[src/rtl/fir_coeff_bank.sv]
// Double-buffered coefficient store: a load streams into the shadow bank while the filter keeps reading
// the active bank; a frame-boundary swap makes a completely loaded set active in a single edge.
module fir_coeff_bank #(
  parameter int unsigned COEFF_WIDTH = 21,
  parameter int unsigned NUM_COEFFS  = 90,
  parameter int unsigned CNT_WIDTH   = 7
) (
  input  logic                              clk,
  input  logic                              rst_n,
  input  logic                              wr_valid_i,
  output logic                              wr_ready_o,
  input  logic [COEFF_WIDTH-1:0]            wr_data_i,
  input  logic                              wr_last_i,
  input  logic                              load_abort_i,
  input  logic                              swap_req_i,
  output logic                              swap_ack_o,
  output logic                              pending_o,
  output logic                              load_err_o,
  output logic                              bank_sel_o,
  output logic                              coeff_valid_o,
  output logic [NUM_COEFFS*COEFF_WIDTH-1:0] coeffs_o
);

  localparam logic [1:0] ST_IDLE = 2'd0;
  localparam logic [1:0] ST_LOAD = 2'd1;
  localparam logic [1:0] ST_PEND = 2'd2;

  localparam logic [CNT_WIDTH-1:0] LAST_IDX = CNT_WIDTH'(NUM_COEFFS - 1);

  logic [1:0]             state_q, state_d;
  logic [CNT_WIDTH-1:0]   cnt_q, cnt_d;
  logic                   bank_sel_q, bank_sel_d;
  logic                   coeff_valid_q, coeff_valid_d;
  logic                   swap_ack_q, swap_ack_d;
  logic                   load_err_q, load_err_d;
  logic                   pending_q;
  logic                   wr_ready_q;
  logic                   wr_en;
  logic [COEFF_WIDTH-1:0] bank_q [2][NUM_COEFFS];

  // Next-state: abort beats swap, swap beats a write handshake.
  always_comb begin
    state_d       = state_q;
    cnt_d         = cnt_q;
    bank_sel_d    = bank_sel_q;
    coeff_valid_d = coeff_valid_q;
    swap_ack_d    = 1'b0;
    load_err_d    = 1'b0;
    wr_en         = 1'b0;
    if (load_abort_i && (state_q != ST_IDLE)) begin
      state_d = ST_IDLE;
      cnt_d   = '0;
    end else if (swap_req_i && (state_q == ST_PEND)) begin
      bank_sel_d    = ~bank_sel_q;
      coeff_valid_d = 1'b1;
      swap_ack_d    = 1'b1;
      state_d       = ST_IDLE;
    end else if (wr_valid_i && (state_q != ST_PEND)) begin
      if (wr_last_i && (cnt_q == LAST_IDX)) begin
        wr_en   = 1'b1;
        state_d = ST_PEND;
        cnt_d   = '0;
      end else if (wr_last_i || (cnt_q == LAST_IDX)) begin
        load_err_d = 1'b1;
        state_d    = ST_IDLE;
        cnt_d      = '0;
      end else begin
        wr_en   = 1'b1;
        state_d = ST_LOAD;
        cnt_d   = cnt_q + CNT_WIDTH'(1);
      end
    end
  end

  // State, status flags and bank storage; reset clears both banks.
  always_ff @(posedge clk) begin
    if (!rst_n) begin
      state_q       <= ST_IDLE;
      cnt_q         <= '0;
      bank_sel_q    <= 1'b0;
      coeff_valid_q <= 1'b0;
      swap_ack_q    <= 1'b0;
      load_err_q    <= 1'b0;
      pending_q     <= 1'b0;
      wr_ready_q    <= 1'b1;
      for (int b = 0; b < 2; b++) begin
        for (int k = 0; k < int'(NUM_COEFFS); k++) begin
          bank_q[b][k] <= '0;
        end
      end
    end else begin
      state_q       <= state_d;
      cnt_q         <= cnt_d;
      bank_sel_q    <= bank_sel_d;
      coeff_valid_q <= coeff_valid_d;
      swap_ack_q    <= swap_ack_d;
      load_err_q    <= load_err_d;
      pending_q     <= (state_d == ST_PEND);
      wr_ready_q    <= (state_d != ST_PEND);
      if (wr_en) begin
        bank_q[~bank_sel_q][cnt_q] <= wr_data_i;
      end
    end
  end

  // Shadow bank is never selected until a complete load has been swapped in.
  for (genvar k = 0; k < int'(NUM_COEFFS); k++) begin : g_out
    assign coeffs_o[COEFF_WIDTH*k +: COEFF_WIDTH] = bank_q[bank_sel_q][k];
  end

  assign wr_ready_o    = wr_ready_q;
  assign pending_o     = pending_q;
  assign swap_ack_o    = swap_ack_q;
  assign load_err_o    = load_err_q;
  assign bank_sel_o    = bank_sel_q;
  assign coeff_valid_o = coeff_valid_q;

endmodule

[config.mk]
export PLATFORM = sky130hd
export DESIGN_NAME = fir_coeff_bank
export DESIGN_NICKNAME = d
export VERILOG_FILES = /design/src/rtl/fir_coeff_bank.sv
export SDC_FILE = /design/constraint.sdc
export NUM_CORES = 2
export LEC_CHECK = 0
export ABC_AREA = 1
export ABC_CLOCK_PERIOD_IN_PS = 15600
export BUFFER_PORTS_ARGS = -buffer_cell sky130_fd_sc_hd__buf_2
export CAP_MARGIN = 20
export CELL_PAD_IN_SITES_DETAIL_PLACEMENT = 1
export CELL_PAD_IN_SITES_GLOBAL_PLACEMENT = 1
export CORE_AREA = 2 2 749 751
export DETAILED_ROUTE_END_ITERATION = 6
export DIE_AREA = 0 0 751 753
export GPL_ROUTABILITY_DRIVEN = 0
export MAX_ROUTING_LAYER = met4
export PLACE_DENSITY = 0.49
export RECOVER_POWER = 50
export SLEW_MARGIN = 20
export SYNTH_ARGS = -nofsm -noshare
export SYNTH_HDL_FRONTEND = slang
export SYNTH_SLANG_ARGS = --single-unit
[constraint.sdc]
create_clock -name clk -period 15.6 [get_ports clk]
set_input_delay 1.56 -clock clk [delete_from_list [all_inputs] [get_ports clk]]
set_output_delay 1.56 -clock clk [all_outputs]
set_load 0.01 [all_outputs]
==> run metrics <==
status complete, but fails checks; failing checks capacitance limit, slew limit; Synth Register Bits 3796; required time of the critical path 16.09 ns; worst min path class reg -> reg; Inst Count DP 18100; R2R depth 6; CTS H-tree depth 5; Clock Root Buffer clkbuf_16; vias per cell 4.89; Syn Area/Cell 16.3 sq um; hpwl dp 487 mm; P_int 18000 uW; clock group share of total power 41.4%; clock sink total 3796; PwrDens 133 nW/um^2; core area 558000 sq um; crit path launch bank_sel_o$_SDFFE_PN0P_; Critical Path AT 11.55 ns; min cycle time layout 11.06 ns; Max Buffers Root-to-Sink 4; post-synthesis cell count 9120; drt drc 0; Ys Warns 0; die height 753 um; die width 751 um; Hold Path Stages 2; Synth top area share 76.2%; synth top area cells edfxtp_1, mux2_2, nor2_1, clkbuf_1, nand2_1; hold endpoint coeff_valid_o$_SDFFE_PN0P_; worst-skew pair later-pin latency 1.07 ns; sw frac 25.3%; post_cts resized 0; final setup vio count 0; CTS tree built; f_max 0.0904 GHz; Fill cells 58400; drt first pass iters 6; total negative slack 0 ns; CTS buffer count 423; Max FO, Critical Path 55; top-count cell post-synth edfxtp_1; area of the multi-input gates 31900 sq um; PortBufs 1922; Reg-to-Reg Start bank_sel_o$_SDFFE_PN0P_; combinational share of power 8.5%; # IOs 1923; row cnt 275; post-synthesis sequential area ratio 76.5%; antenna violations before repair 118; hold_buf cts 0; Synth area leader edfxtp_1; initial DRC count 11300; ANT nets after route 0; Hold Crit Start coeff_valid_o$_SDFFE_PN0P_; MaxCap Viol Count 62; area of the mapped netlist 149000 sq um; first-pass GRT wire length 941 mm; flop-to-flop setup slack 4.54 ns; Main synth FF type edfxtp_1; Leak 0.0654 uW; CP startpoint kind register; via count 92900; Distinct cells, synth 35; Nets 11100; async set or reset register ratio after synthesis 0%; Switch Pwr 6110 uW; Post-synth EDFFs 3780; Max VDD drop 0.0983 mV; layout cell share with drive strength beyond 1 29.9%; Flop pwr share 50.1%; final hold vios 0; Die ar. 566000 sq um; number of global-route vias before repair 92700; wirelength, routed 733 mm; register area 114000 sq um; most frequent cells after synthesis edfxtp_1, nor2_1, mux2_2; CP Class reg -> reg; post-CTS setup buffer count 0; worst-margin pin slew 5.26 ns; Initial Util 26.7%; Critical R2R Capture bank_q[1][1211]$_DFFE_PP_; Max-slew headroom -251%; All-Layer GR Usage 25.7%; Final Cycle Share 70.9%; Slew Limit Fails 1867; clk_skew 0.0761 ns; Layout Area Growth over Synthesis 21.3%; largest net degree at the start of global routing 165; post-synth net total 9152; drt wl/cell 38.6 um; Clock transition at path regs 0.06 ns; fin cells 19000; RSZ-0062 raised after global routing no; Overflow after GRT 0; Worst setup EP type register
-- state kept, by name (all words and copies together) (netlist names), named ones only --
signal	flops
bank_sel_o	1
cnt_q	7
bank_q	3780
state_q	2
load_err_o	1
pending_o	1
swap_ack_o	1
wr_ready_o	1
coeff_valid_o	1
-- per-layer routing --
| layer | wire, um | track usage, % | up-vias |
|---|---|---|---|
| met4 | 35300 | 9.64 | 0 |
| met2 | 346000 | 41.3 | 4562 |
| met1 | 300000 | 32.8 | 50300 |
| met5 | 0 | - | - |
| li1 | - | - | 37000 |
| met3 | 52200 | 4.13 | 948 |
-- cell usage in the layout (no fill, tap or decap), types with 12 or more instances in the layout --
master | synthesis | routed
buf_12 | 0 | 18
buf_2 | 186 | 1401
buf_4 | 22 | 180
bufinv_16 | 0 | 35
clkbuf_1 | 455 | 703
clkbuf_16 | 0 | 429
clkinv_1 | 1 | 102
clkinv_2 | 0 | 83
dfxtp_1 | 16 | 16
diode_2 | 0 | 58
edfxtp_1 | 3780 | 3780
inv_1 | 136 | 111
inv_6 | 0 | 12
inv_8 | 0 | 14
mux2_1 | 0 | 770
mux2_2 | 1890 | 1120
nand2_1 | 339 | 334
nand3_1 | 80 | 87
nand3b_1 | 27 | 27
nor2_1 | 2096 | 2032
nor2_2 | 3 | 30
nor2_4 | 2 | 39
o21ai_0 | 25 | 24
-- worst max-delay path by stage --
stage / endpoint / slack (ns) / cells past startpoint
after floorplan: bank_q[1][0]$_DFFE_PP_ / 9.73 / 16
after global routing: coeffs_o[1846] / 3.93 / 5
after detailed placement: bank_q[0][54]$_SDFFCE_PN0P_ / 7.48 / 18
final: bank_q[1][1211]$_DFFE_PP_ / 4.54 / 6
after CTS: bank_q[0][54]$_SDFFCE_PN0P_ / 8.21 / 19
after global placement: bank_q[0][57]$_SDFFCE_PN0P_ / 7.36 / 18
-- power groups by stage --
stage	Sequential (uW)	Combinational, uW	Clock, uW
after floorplan	12200	850	0
after global placement	12300	2100	0
after detailed placement	12300	2120	0
after CTS	12100	2120	10100
after global routing	12100	2090	10500
final	12100	2040	9990
-- worst max-delay path, stage by stage, from the launching register on --
cell and delay [ns]:
dfxtp_1 1.84, clkbuf_1 3.74, inv_2 0.05, a21oi_1 0.76, clkbuf_1 1.21, clkbuf_1 2.16, nor2_4 0.58
-- kinds of logic after synthesis --
kind of cell | count (synthesis) | synth area share (%)
compound gates | 44 | 0.164
xor+xnor | 1 | 0.00588
fa+ha+maj | 5 | 0.0420
buf+inv | 814 | 2.29
flops | 3796 | 76.5
mux | 1890 | 14.3
simple gates | 2570 | 6.75
-- metrics by stage --
stage	hold WS, ns	utilization, %	area, sq um	setup slack, ns	total power [uW]
final	0.533	32.3	181000	4.54	24100
after global placement	0.542	30.1	168000	7.36	14400
after CTS	0.529	32.5	182000	8.21	24300
after floorplan	0.495	-	149000	9.73	13000
after detailed placement	0.511	30.1	168000	7.48	14400
after global routing	0.577	32.3	180000	3.93	24700
-- layout make-up --
| class | count | area share [%] |
|---|---|---|
| clock inverters | 259 | 1.38 |
| diodes | 58 | 0.0804 |
| well taps | 7479 | 5.18 |
| flip-flops and latches | 3796 | 63.0 |
| multi-input cells | 4510 | 17.7 |
| inverters | 141 | 0.370 |
| repair buffers | 2225 | 6.15 |
| clock buffers | 510 | 6.11 |
Note: power is estimated with default switching activity, not from simulation.
